File: src/rtl/otl_unpack.sv
// Word-to-sample unpacker: buffers 32-bit host words in a small FIFO and
// streams two 12-bit samples per word (high half first) with a frame strobe.
module otl_unpack #(
  parameter int DEPTH    = 4,
  parameter int SAMPLE_W = 12
) (
  input  logic                     clk,
  input  logic                     rst,
  input  logic [31:0]              data_i,
  input  logic                     valid_i,
  output logic                     ready_o,
  output logic [SAMPLE_W-1:0]      data_o,
  output logic                     frame_o,
  output logic                     pad_err_o,
  output logic [$clog2(DEPTH):0]   level_o
);

  localparam int AW = $clog2(DEPTH);
  localparam int CW = AW + 1;

  typedef enum logic [1:0] {IDLE, HI, LO} state_t;

  logic [31:0]         mem_q [DEPTH];
  logic [AW-1:0]       wr_ptr_q, rd_ptr_q;
  logic [CW-1:0]       count_q, count_d;
  state_t              state_q;
  logic [SAMPLE_W-1:0] hold_q, data_q;
  logic                frame_q, pad_err_q;
  logic                push, pop;
  logic [31:0]         rd_word;

  function automatic logic pad_nonzero(input logic [31:0] w);
    return |{w[31:28], w[15:12]};
  endfunction

  assign ready_o = ~rst & (count_q != CW'(DEPTH));
  assign push    = valid_i & ready_o;
  // HI is the only state that does not need a fresh word on this edge.
  assign pop     = (state_q != HI) & (count_q != '0);
  assign rd_word = mem_q[rd_ptr_q];

  always_comb begin
    count_d = count_q;
    case ({push, pop})
      2'b10:   count_d = count_q + CW'(1);
      2'b01:   count_d = count_q - CW'(1);
      default: count_d = count_q;
    endcase
  end

  // FIFO storage: data only, never reset
  always_ff @(posedge clk) begin
    if (push) mem_q[wr_ptr_q] <= data_i;
  end

  // FIFO control
  always_ff @(posedge clk) begin
    if (rst) begin
      wr_ptr_q <= '0;
      rd_ptr_q <= '0;
      count_q  <= '0;
    end else begin
      if (push) wr_ptr_q <= wr_ptr_q + AW'(1);
      if (pop)  rd_ptr_q <= rd_ptr_q + AW'(1);
      count_q <= count_d;
    end
  end

  // Sample sequencer: state and registered outputs move together
  always_ff @(posedge clk) begin
    if (rst) begin
      state_q   <= IDLE;
      data_q    <= '0;
      frame_q   <= 1'b0;
      pad_err_q <= 1'b0;
    end else begin
      if (pop) begin
        state_q <= HI;
        data_q  <= rd_word[27:16];
        hold_q  <= rd_word[11:0];
        frame_q <= 1'b1;
        if (pad_nonzero(rd_word)) pad_err_q <= 1'b1;
      end else if (state_q == HI) begin
        state_q <= LO;
        data_q  <= hold_q;
        frame_q <= 1'b1;
      end else begin
        state_q <= IDLE;
        data_q  <= '0;
        frame_q <= 1'b0;
      end
    end
  end

  assign data_o    = data_q;
  assign frame_o   = frame_q;
  assign pad_err_o = pad_err_q;
  assign level_o   = count_q;

endmodule

File: config.mk
export PLATFORM = sky130hd
export DESIGN_NAME = otl_unpack
export DESIGN_NICKNAME = d
export VERILOG_FILES = /design/src/rtl/otl_unpack.sv
export SDC_FILE = /design/constraint.sdc
export NUM_CORES = 1
export LEC_CHECK = 0
export ABC_AREA = 1
export BUFFER_PORTS_ARGS = -buffer_cell sky130_fd_sc_hd__buf_2
export CORE_MARGIN = 3
export CORE_UTILIZATION = 25
export DETAILED_ROUTE_END_ITERATION = 10
export MAX_ROUTING_LAYER = met4
export SETUP_SLACK_MARGIN = 0.4
export SYNTH_ARGS = -nofsm -noshare
export SYNTH_HDL_FRONTEND = slang
export SYNTH_SLANG_ARGS = --single-unit
File: constraint.sdc
create_clock -name clk -period 7.7 [get_ports clk]
set_clock_uncertainty 0.2 [all_clocks]
set_input_delay 0.385 -clock clk [delete_from_list [all_inputs] [get_ports clk]]
set_output_delay 0.385 -clock clk [all_outputs]
set_load 0.02 [all_outputs]
==> reports/results.tsv <==
metric	value	unit
count of instances resized after the clock tree is built	0	
setup slack of the most critical reg-to-reg path	5.38	ns
I/O Pins	53	
maximum number of pins on one net before global-route repair	54	
Setup violations, final	0	
global-route wire length before repair	18.7	mm
most common cell after layout, fill and taps aside	sky130_fd_sc_hd__edfxtp_1	
vias in the first global route	3435	
type of element capturing the critical path	flip-flop	
die height	162	um
proportion of netlist area held by the largest area contributor	69.5	%
Antenna Cells	0	
net total in the final layout	545	
crit path max fanout	32	
number of endpoints with negative hold slack in the final report	0	
die width	162	um
Post-Syn Instances	418	
worst path arrival time	2.39	ns
antenna viol nets, final	0	
Tcrit/Tclk final	33.2	%
Net Count, Synth	459	
startpoint type of the worst setup path	primary input	
post-layout min period	2.56	ns
reported net switching power	696	uW
synthesized flop and latch total	165	
mean routed wirelength per cell	14.1	um
max cap viols	0	
fraction of power consumed by the clock network	36.0	%
Final Core Density	32.0	%
FMAX	391	MHz
most frequently used flop master after synthesis	sky130_fd_sc_hd__edfxtp_1	
initial standard-cell utilization of the core	25.6	%
HPWL after DPL	7.19	mm
post-synth cell types	26	
proportion of synthesized chip area in sequential cells	77.8	%
H-tree depth	4	
via count	3408	
power density cells	336	mW/mm^2
count of port buffers added during placement	52	
fraction of layout cells with a size suffix above 1	19.9	%
final-layout worst hold slack	0.0104	ns
relative contribution of sequential cells to total power	44.2	%
path type of the worst setup path	in2reg	
number of enable flip-flop cells after synthesis	140	
top library cells by usage in the layout, fill and taps aside	sky130_fd_sc_hd__edfxtp_1 (140), sky130_fd_sc_hd__nor2_1 (63), sky130_fd_sc_hd__o21ai_0 (56)	
WP data required	7.54	ns
DRT Wirelength	11.8	mm
summed negative setup slack over all endpoints	0	ns
P_leak	0.00262	uW
Row Count	56	
combinational share of power	19.7	%
fraction of power spent switching nets	27.4	%
violation count after the first detailed-routing iteration	267	
DR DRC count	0	
RSZ-0062 raised after global routing	no	
number of sinks handled by clock tree synthesis	165	
TritonCTS clock tree	done	
Synth-to-Final Area Change	25.1	%
dominant cell type by area after synthesis	sky130_fd_sc_hd__edfxtp_1	
worst slew slack as a fraction of its limit	30.5	%
detailed-routing iteration count for the pre-antenna-repair pass	5	
Final Wtd Congestion	0.712	
Worst Tran Pin Value	1.04	ns
yosys synthesis warning count	0	
biggest area contributors in the synthesized netlist	sky130_fd_sc_hd__edfxtp_1 (70%), sky130_fd_sc_hd__dfxtp_1 (8.3%), sky130_fd_sc_hd__o21ai_0 (4.6%)	
post-synthesis cell area	0.00605	sq mm
overall power of the completed layout	2540	uW
latest clock arrival within the worst-skew pair	0.42	ns
Overflow after GRT	0	
maximum buffer depth of the clock tree	2	
internal power	1840	uW
Via density	4.08	
area of the placeable core	0.0236	sq mm
root buf cell	sky130_fd_sc_hd__clkbuf_16	
result of the run	finished, final reports clean	
area enclosed by the die boundary	0.0261	sq mm
hold crit path type	in2reg	
antenna violations before repair	0	
Tot GR Track Use	9.77	%
largest voltage drop on the vdd net	0.185	mV
async set or reset register ratio after synthesis	0	%
post-synthesis average cell area	14.5	sq um
number of buffers created by CTS	17	
number of pins exceeding their max-slew limit in the final report	0	
CTS clk-pin slew, worst paths	0.06	ns
-- flip-flops by register name, summed over array words and instances, names as in the netlist, named ones only --
signal	cells
pad_err_o	1
frame_o	1
hold_q	12
data_o	12
rd_ptr_q	2
mem_q	128
wr_ptr_q	2
level_o	3
state_q	2
-- kinds of logic (layout without fill, tap and decap cells) --
logic type,after synthesis,in the layout,share of synthesized area (%)
buf+inv,37,136,3.43
flops,165,165,77.8
fa+ha+maj,6,6,1.37
simple gates,108,108,7.39
compound gates,102,102,10.0
-- stage by stage --
step	area [sq um]	instances	worst slack [ns]
detailed placement	6620	774	5.19
global placement	6620	774	5.24
CTS	7560	836	5.07
global route	7560	836	4.94
floorplan	6050	418	4.85
finish	7560	836	5.14
-- power by group through the flow --
stage          clock (uW)  combinational, uW  sequential (uW)
4_1_cts               928                513             1120
5_1_grt               972                561             1130
3_5_place_dp            0                499             1140
6_report              915                500             1120
3_3_place_gp            0                494             1140
2_1_floorplan           0                315             1190
-- Yosys cell counts (all sizes together), types with 2 or more instances --
master	n
o22a	12
nand3	4
o21ai	68
buf	14
inv	20
a21oi	9
or2	2
nor2	68
o22ai	12
nand2	29
clkbuf	3
dfxtp	25
ha	5
nor3	5
edfxtp	140
-- timing repair --
item | 4_1_cts | 5_1_grt
hold buffers | 30 | 0
buffers inserted | 0 | 0
hold endpoints to repair | 114 | 0
-- critical path, stage by stage --
cell	delay, ns
sky130_fd_sc_hd__dlygate4sd3_1	0.53
sky130_fd_sc_hd__buf_2	0.14
sky130_fd_sc_hd__inv_2	0.15
sky130_fd_sc_hd__nand3_2	0.29
sky130_fd_sc_hd__nor2_4	0.87
-- metal layers --
layer / global-route usage (%) / share of wire [%]
met1: 11.9 / 45
met4: 3.44 / 1.3
met3: 3.15 / 4.7
met5: - / 0
met2: 15.3 / 49
-- final cells by class --
class                      instances  area [sq um]
clock buffer                      23           468
clock inverter                     9           175
fill                            2343         16100
inverter                          20          75.1
multi-input combinational        216          1160
sequential                       165          4700
tap                              319           399
timing repair buffer              84           576
-- final timing paths --
kind	start	to	cells after the start
worst max-delay path	rst	mem_q[3][30]	5
worst min-delay path	data_i[24]	mem_q[1][24]	1
worst max register to register	level_o[1]	mem_q[3][30]	4
worst min register to register	hold_q[6]	data_o[6]	2
Note: power is estimated with default switching activity, not from simulation.
